`config.mk`:
```
export PLATFORM = sky130hd
export DESIGN_NAME = q_edge_monitor_flat
export DESIGN_NICKNAME = d
export VERILOG_FILES = /design/src/rtl/q_edge_monitor_pkg.sv /design/src/rtl/q_edge_monitor_if.sv /design/src/rtl/q_edge_monitor_edge_detect.sv /design/src/rtl/q_edge_monitor.sv /design/src/flat_wrapper.sv
export SDC_FILE = /design/constraint.sdc
export NUM_CORES = 1
export LEC_CHECK = 0
export CORE_UTILIZATION = 55
export CTS_BUF_LIST = sky130_fd_sc_hd__clkbuf_4 sky130_fd_sc_hd__clkbuf_8 sky130_fd_sc_hd__clkbuf_16
export CTS_CLUSTER_DIAMETER = 80
export DETAILED_ROUTE_END_ITERATION = 16
export PLACE_DENSITY = 0.9
export SYNTH_ARGS = -nofsm -noshare
export SYNTH_HDL_FRONTEND = slang
export SYNTH_SLANG_ARGS = --single-unit
```
`constraint.sdc`:
```
create_clock -name clk -period 2.5 [get_ports clk]
set_clock_uncertainty 0.05 [all_clocks]
set_input_delay 0.5 -clock clk [delete_from_list [all_inputs] [get_ports clk]]
set_output_delay 0.5 -clock clk [all_outputs]
set_load 0.01 [all_outputs]
```
`src/rtl/q_edge_monitor_pkg.sv`:
```
// Shared definitions for the q_edge_monitor block: default widths and the
// two-value FSM state type used by the top and its interface.
package q_edge_monitor_pkg;

  // Default event counter width.
  localparam int COUNT_W_DEF = 8;

  // Default high-run length width.
  localparam int LEN_W_DEF = 8;

  // FSM state: tracks whether the monitored level is currently low or high.
  typedef enum logic {
    ST_LOW  = 1'b0,
    ST_HIGH = 1'b1
  } state_e;

endpackage : q_edge_monitor_pkg

```
`src/rtl/q_edge_monitor_if.sv`:
```
// Signal bundle for q_edge_monitor.
//
// Stream semantics: q_in is a level sampled on every rising clk edge. There
// is no valid/ready pair and no backpressure; every cycle is a sample and
// every output is a registered value that is valid each cycle after reset.
// clear is a one-cycle synchronous request, acted on at the next edge.
interface q_edge_monitor_if
  import q_edge_monitor_pkg::*;
#(
  parameter int COUNT_W = COUNT_W_DEF,
  parameter int LEN_W   = LEN_W_DEF
) ();

  logic               q_in;
  logic               clear;
  logic               rise_pulse;
  logic               fall_pulse;
  logic [COUNT_W-1:0] event_count;
  logic [LEN_W-1:0]   high_len;
  logic               overflow;
  state_e             state_dbg;

  // Driver side: supplies the level and clear, observes statistics.
  modport master (
    output q_in,
    output clear,
    input  rise_pulse,
    input  fall_pulse,
    input  event_count,
    input  high_len,
    input  overflow,
    input  state_dbg
  );

  // Monitor side: consumes the level and clear, produces statistics.
  modport slave (
    input  q_in,
    input  clear,
    output rise_pulse,
    output fall_pulse,
    output event_count,
    output high_len,
    output overflow,
    output state_dbg
  );

endinterface : q_edge_monitor_if

```
`src/rtl/q_edge_monitor_edge_detect.sv`:
```
// Edge detector: keeps the previous sampled level and compares it with the
// current one. rise_det/fall_det are combinational and valid in the cycle
// the edge is sampled; rise_pulse/fall_pulse are the same events registered,
// so they appear for exactly one cycle after that edge.
module edge_detect (
  input  logic clk,
  input  logic rst,
  input  logic level,
  output logic rise_det,
  output logic fall_det,
  output logic rise_pulse,
  output logic fall_pulse
);

  logic prev_q;

  // Compare the current level against the previous one.
  always_comb begin
    rise_det = level & ~prev_q;
    fall_det = ~level & prev_q;
  end

  // Register the previous level and the one-cycle strobes.
  always_ff @(posedge clk or posedge rst) begin
    if (rst) begin
      prev_q     <= 1'b0;
      rise_pulse <= 1'b0;
      fall_pulse <= 1'b0;
    end else begin
      prev_q     <= level;
      rise_pulse <= rise_det;
      fall_pulse <= fall_det;
    end
  end

endmodule : edge_detect

```
`src/rtl/q_edge_monitor.sv`:
```
// q_edge_monitor: watches a registered level, strobes on each rising and
// falling edge, counts rises (saturating, with a sticky overflow flag) and
// records the length of the most recent completed high run (saturating).
//
// Optional feature macro: Q_EDGE_MONITOR_FILTER_EN
//   When defined, the level passes through a two-sample glitch filter
//   before edge detection, adding one cycle of latency to the pulses and
//   suppressing single-cycle glitches. When undefined, q_in feeds edge
//   detection directly.
module q_edge_monitor
  import q_edge_monitor_pkg::*;
#(
  parameter int COUNT_W = COUNT_W_DEF,
  parameter int LEN_W   = LEN_W_DEF
) (
  input  logic              clk,
  input  logic              rst,
  q_edge_monitor_if.slave   bus
);

  localparam logic [COUNT_W-1:0] COUNT_MAX = '1;
  localparam logic [LEN_W-1:0]   RUN_MAX   = '1;

  // Level presented to edge detection and the FSM.
  logic level;

`ifdef Q_EDGE_MONITOR_FILTER_EN
  // Last raw sample and the current filtered level.
  logic q_d;
  logic filt_q;

  // The filtered level follows q_in only once two consecutive samples agree;
  // a disagreeing pair holds the previous filtered value.
  always_comb begin
    level = (bus.q_in == q_d) ? bus.q_in : filt_q;
  end

  // Hold the raw sample history and the filtered level.
  always_ff @(posedge clk or posedge rst) begin
    if (rst) begin
      q_d    <= 1'b0;
      filt_q <= 1'b0;
    end else begin
      q_d    <= bus.q_in;
      filt_q <= level;
    end
  end
`else
  // No filter: the sampled level goes straight to edge detection.
  always_comb begin
    level = bus.q_in;
  end
`endif

  // Edge detection and strobes.
  logic rise_det;
  logic fall_det;
  logic rise_pulse;
  logic fall_pulse;

  edge_detect u_edge_detect (
    .clk        (clk),
    .rst        (rst),
    .level      (level),
    .rise_det   (rise_det),
    .fall_det   (fall_det),
    .rise_pulse (rise_pulse),
    .fall_pulse (fall_pulse)
  );

  // FSM state and statistics registers.
  state_e             state_q;
  state_e             state_d;
  logic [LEN_W-1:0]   run_q;
  logic [LEN_W-1:0]   run_d;
  logic [LEN_W-1:0]   high_len_q;
  logic [LEN_W-1:0]   high_len_d;
  logic [COUNT_W-1:0] event_count_q;
  logic [COUNT_W-1:0] event_count_d;
  logic               overflow_q;
  logic               overflow_d;

  // Next-state, run counter and statistics logic. clear is applied last so
  // it wins over a coincident rise or fall; it never touches the FSM or the
  // run counter.
  always_comb begin
    state_d       = state_q;
    run_d         = run_q;
    high_len_d    = high_len_q;
    event_count_d = event_count_q;
    overflow_d    = overflow_q;

    case (state_q)
      ST_LOW: begin
        if (level) begin
          state_d = ST_HIGH;
          run_d   = LEN_W'(1);
        end
      end
      ST_HIGH: begin
        if (level) begin
          if (run_q != RUN_MAX) begin
            run_d = run_q + LEN_W'(1);
          end
        end else begin
          state_d = ST_LOW;
          run_d   = '0;
        end
      end
      default: begin
        state_d = ST_LOW;
        run_d   = '0;
      end
    endcase

    // A completed high run is published together with fall_pulse.
    if (fall_det) begin
      high_len_d = run_q;
    end

    // Count rises; a rise that cannot be counted raises the sticky flag.
    if (rise_det) begin
      if (event_count_q == COUNT_MAX) begin
        overflow_d = 1'b1;
      end else begin
        event_count_d = event_count_q + COUNT_W'(1);
      end
    end

    if (bus.clear) begin
      event_count_d = '0;
      high_len_d    = '0;
      overflow_d    = 1'b0;
    end
  end

  // State and statistics registers; reset discards any run in progress.
  always_ff @(posedge clk or posedge rst) begin
    if (rst) begin
      state_q       <= ST_LOW;
      run_q         <= '0;
      high_len_q    <= '0;
      event_count_q <= '0;
      overflow_q    <= 1'b0;
    end else begin
      state_q       <= state_d;
      run_q         <= run_d;
      high_len_q    <= high_len_d;
      event_count_q <= event_count_d;
      overflow_q    <= overflow_d;
    end
  end

  // Drive the bundle outputs.
  always_comb begin
    bus.rise_pulse  = rise_pulse;
    bus.fall_pulse  = fall_pulse;
    bus.event_count = event_count_q;
    bus.high_len    = high_len_q;
    bus.overflow    = overflow_q;
    bus.state_dbg   = state_q;
  end

endmodule : q_edge_monitor
```
`src/flat_wrapper.sv`:
```
// flat-port wrapper written by rule: the top's interface ports become plain ports
module q_edge_monitor_flat import q_edge_monitor_pkg::*;
#(
  parameter int COUNT_W = COUNT_W_DEF,
  parameter int LEN_W   = LEN_W_DEF
)
  (clk, rst, bus_q_in, bus_clear, bus_rise_pulse, bus_fall_pulse, bus_event_count, bus_high_len, bus_overflow, bus_state_dbg);
  q_edge_monitor_if #(.COUNT_W(COUNT_W), .LEN_W(LEN_W)) bus_i ();
  input  logic clk;
  input  logic rst;
  input wire logic [$bits(bus_i.q_in)-1:0] bus_q_in;
  input wire logic [$bits(bus_i.clear)-1:0] bus_clear;
  output wire logic [$bits(bus_i.rise_pulse)-1:0] bus_rise_pulse;
  output wire logic [$bits(bus_i.fall_pulse)-1:0] bus_fall_pulse;
  output wire logic [$bits(bus_i.event_count)-1:0] bus_event_count;
  output wire logic [$bits(bus_i.high_len)-1:0] bus_high_len;
  output wire logic [$bits(bus_i.overflow)-1:0] bus_overflow;
  output wire logic [$bits(bus_i.state_dbg)-1:0] bus_state_dbg;
  assign bus_i.q_in = bus_q_in;
  assign bus_i.clear = bus_clear;
  assign bus_rise_pulse = bus_i.rise_pulse;
  assign bus_fall_pulse = bus_i.fall_pulse;
  assign bus_event_count = bus_i.event_count;
  assign bus_high_len = bus_i.high_len;
  assign bus_overflow = bus_i.overflow;
  assign bus_state_dbg = bus_i.state_dbg;
  q_edge_monitor #(.COUNT_W(COUNT_W), .LEN_W(LEN_W)) u_core (.clk(clk), .rst(rst), .bus(bus_i));
endmodule
```
Yosys cells after proc, flatten, opt, wreduce, memory -nomap -nowiden
Cells that the tools add are included.

Register bits after elaboration: 29. Input bits: 4. Word-level logic and storage cells: 39.

Add/subtract/negate cells: 2. Equal/unequal tests: 5. Mux-type cells: 13. Bitwise gates (word level): 5. Reductions and logical operators: 6.

Operators by type and width (number): 8-bit two-way mux (8); 8-bit by 1-bit adder with 8-bit output, second input constant (2); 8-bit one-hot mux with 2 select lines (1); 8-bit == test, second input constant (1); 8-bit != test, second input constant (1); 2-bit AND reduction (3); 2-bit nonzero test (3); 1-bit two-way mux (4); 2-bit != test, second input constant (2); 3-bit != test, second input constant (1); 1-bit NOT (3); 1-bit bitwise AND (2).

Depth between registers and ports, before layout
Depth after elaboration: 4. Gate-level depth with buffers: 6. Mapped depth without buffers: 5.

Hierarchy
From an unflattened synthesis, not the netlist that was laid out.

Cells, all modules: 130. Area, all modules: 1358.8 um^2.

By module, submodules not included: q_edge_monitor (instances 1, cells an instance 124, area each 1265.0 um^2); edge_detect (instances 1, cells an instance 6, area each 93.8 um^2).

Worst setup path after synthesis
No wires, ideal clock.

Kind: reg-to-reg. From: register u_core.event_count_q[0] (netlist: u_core.bus.event_count[0]). To: register u_core.event_count_q[4] (netlist: u_core.bus.event_count[4]). Arrival: 1.232 ns. Data required time: 2.318 ns. Setup slack: 1.086 ns. Stages on the path, launching flop included: 6. Buffers on the path: 0. Clock period less this slack: 1.414 ns. Cells stage by stage: dfrtp_1 ha_1 and4b_1 o211ai_1 xor2_1 nor2_1.

Word-level cells in the longest chain between the ends: 4.

Ends and longest elaborated chain: start, declared (line q_edge_monitor.sv:78) `logic [COUNT_W-1:0] event_count_q;`; start signal, assigned (line q_edge_monitor.sv:149) `event_count_q <= event_count_d;`; 8-bit by 1-bit adder with 8-bit output (line q_edge_monitor.sv:126) `event_count_d = event_count_q + COUNT_W'(1);`; 8-bit two-way mux (line q_edge_monitor.sv:123) `if (event_count_q == COUNT_MAX) begin`; 8-bit two-way mux (line q_edge_monitor.sv:122) `if (rise_det) begin`; 8-bit two-way mux (line q_edge_monitor.sv:130) `if (bus.clear) begin`.

Parallel ways exist; a longest one is shown, timed or not. The select of a mux whose other input is x is not followed. A chain may end at the register's enable or synchronous reset.

Worst setup path in the final report
From: register u_core.state_q (netlist: u_core.bus.state_dbg). To: output bus_state_dbg.

RTL lines: start, declared (line q_edge_monitor.sv:72) `state_e state_q;`; start signal, assigned (line q_edge_monitor.sv:146) `state_q <= state_d;`; end, declared (line flat_wrapper.sv:18) `output wire logic [$bits(bus_i.state_dbg)-1:0] bus_state_dbg;`.

No word-level cell between the ends.

==> results.txt <==
Placed cell area = 0.00157 mm²
Synth Net Count = 145
CP Buf/Inv Count = 1
Critical Path, Cell by Cell = clkdlybuf4s50_1
Reg2reg setup slack = 0.78 ns
Nets = 169
Clk sinks = 28
Initial antenna violation count = 0
Clock network power share = 0.247
Pin count of the biggest net entering global routing = 29
Compound-Gate Fraction of Synth Area = 0.170
DRC viols = 0
Post-route cell area = 0.00159 mm²
Max IR drop VDD = 0.355 mV
Avg Vias per Cell = 6.08
Critical Path Sink Type = primary output
Post-Synthesis Cells = 139
Total GRT Usage = 0.239
HP Class = input pin to asynchronous set/reset pin
Yosys cell types = 37
Rows = 17
CTS tree = yes
Setup Fix Bufs, Post-CTS = 0
First DRT Iteration DRCs = 50
First-pass GRT wire length = 4610 µm
Status = completed
GRT overflow = 0
Root Buffer = clkbuf_4
Sequential fraction of the synthesis area = 0.533
Cell Area, Synth = 0.00132 mm²
Rel. slew slack = 0.673
CTS Hold Buffers Added = 0
Setup violators final = 0
Ant diodes = 0
Cell Int Power = 0.548 mW
Top post-synthesis cells by area = dfrtp_1 53%, nand2_1 6.6%, a21oi_1 5.7%, o21ai_0 2.3%, nor2_1 2.3%
Dpl hpwl = 2020 µm
Critical path class = flip-flop to primary output
Die Ht = 50.9 µm
MaxCap Viol Count = 0
Hold Slack = 0.477 ns
Port-buffer cells = 23
Sequential cell area = 701 µm²
Net Sw Frac = 0.242
Post-Synth XOR/XNOR Area = 0.0133
Total CTS buffers = 3
Max Freq = 0.491 GHz
Core Region = 0.00223 mm²
PwrDens = 454 mW/mm²
Tmin final = 2.04 ns
Vias = 1,149
CTS Buffer Depth = 2
Mux share of post-synthesis cell area = 0.00761
Simple-gate area share of the yosys netlist = 0.220
Worst Path Max Fanout = 10
Avg Synthesized Cell Area = 9.46 µm²
Multi-input gate area = 566 µm²
Htree depth = 1
I/O pin cnt = 24
Post_cts resized = 0
Worst path required time = 1.95 ns
Placer Congestion = 0.863
Final antenna-violating net count = 0
RSZ-0062 raised after global routing = false
Wire per inst = 14.3 µm
Initial Util = 0.589
Worst path slowest cell = clkdlybuf4s50_1
Worst-skew pair later-pin latency = 0.32 ns
Gate power share = 0.096
Final critical-path share of the clock period = 0.815
Die X = 50.9 µm
Family with the most delay on the worst path = buffers and inverters
CP Launch Type = flip-flop
Most frequent cells in the layout = 28 x dfrtp_1, 23 x nand2_1, 23 x clkdlybuf4s50_1
Slew Limit Fails = 0
Final Hold Viols = 0
Ratio of cells with drive above 1 in the final layout = 0.0559
Post-synthesis adder-cell area fraction = 0.0190
Detailed-route wire length = 2710 µm
Filler cells = 172
Largest family of logic cells by synthesized area = simple AND/OR/NAND/NOR gates
Syn-to-layout area delta = 21.0%
Flops & latches, synth = 28
Total Neg Setup Slack = 0 ns
Vias in the first global route = 1,042
Drt pass-1 iters = 4
Clock slew at reported path FFs = 0.14 ns
CP max stage delay = 0.60 ns
Arr. time, crit path = 1.49 ns
Net Switching = 0.175 mW
Part of the power in registers = 0.657
Most common cell after layout, fill and taps aside = dfrtp_1
Post-synth top area cell = dfrtp_1
Worst slew pin tran = 0.488 ns
Static Leakage = 0.664 nW
Warning count from the yosys run = 0
Synth top area share = 0.533
Die area = 0.00259 mm²
## synth_stat cells, drive strengths merged
cell type / number
a211oi: 1
a21bo: 1
a21oi: 15
a22oi: 1
a31oi: 2
a41oi: 1
and2: 1
and3: 1
and4: 1
and4b: 1
buf: 2
clkbuf: 4
dfrtp: 28
ha: 2
inv: 6
mux2i: 1
nand2: 23
nand2b: 2
nand3: 5
nand4: 4
nor2: 8
nor2b: 1
nor3: 4
nor4: 4
o211ai: 2
o21ai: 7
o221ai: 1
o22ai: 1
o311ai: 2
o31ai: 2
or3: 2
or4: 1
xor2: 2
## cells by family after synthesis
logic type | count (synthesis)
compound gates | 36
fa+ha+maj | 2
simple gates | 58
mux | 1
flops | 28
xor+xnor | 2
buf+inv | 12
## layout make-up
type,count,share of cell area
flip-flops and latches,28,0.440
multi-input cells,99,0.355
repair buffers,25,0.154
well taps,28,0.0220
clock buffers,3,0.0142
inverters,6,0.0142
## registers in the layout, summed over array words and instances (netlist names)
name and count:
u_core.bus.event_count 8, u_core.bus.high_len 8, u_core.u_edge_detect.rise_pulse 1, u_core.bus.overflow 1
u_core.run_q 8, u_core.bus.state_dbg 1, u_core.u_edge_detect.fall_pulse 1
## metal layers
metal | track usage | up-vias | share of wire
li1 | - | 550 | -
met1 | 0.338 | 552 | 0.46
met2 | 0.371 | 42 | 0.47
met3 | 0.0298 | 5 | 0.051
met4 | 0.106 | 0 | 0.016
met5 | 0 | - | 0
## power by group through the flow
stage | Sequential [mW] | Clock [mW] | Combinational [mW]
after floorplan | 0.482 | 0 | 0.0409
after global placement | 0.482 | 0 | 0.0673
after detailed placement | 0.483 | 0 | 0.0699
after CTS | 0.475 | 0.181 | 0.0701
after global routing | 0.476 | 0.197 | 0.0784
final | 0.475 | 0.179 | 0.0691
## path summary, 6_finish.rpt
kind | start | to | cells past startpoint
worst min-delay path | rst | u_core.bus.high_len[0]$_DFFE_PP0P_ | 3
worst max-delay path | u_core.bus.state_dbg$_DFF_PP0_ | bus_state_dbg | 1
worst min register to register | u_core.bus.high_len[6]$_DFFE_PP0P_ | u_core.bus.high_len[6]$_DFFE_PP0P_ | 2
max in group asynchronous | rst | u_core.run_q[5]$_DFFE_PP0P_ | 3
min in group clk | u_core.bus.high_len[6]$_DFFE_PP0P_ | u_core.bus.high_len[6]$_DFFE_PP0P_ | 2
worst max register to register | u_core.run_q[0]$_DFFE_PP0P_ | u_core.run_q[0]$_DFFE_PP0P_ | 5
## through the flow
stage | setup WS, ns | cells | utilization | power (mW)
6_report | 0.462 | 189 | 0.713 | 0.723
3_3_place_gp | 0.516 | 186 | 0.703 | 0.550
2_1_floorplan | 1.09 | 139 | - | 0.523
3_5_place_dp | 0.454 | 186 | 0.703 | 0.553
5_1_grt | 0.390 | 189 | 0.713 | 0.752
4_1_cts | 0.456 | 189 | 0.713 | 0.726
(Power assumes the default switching activity.)
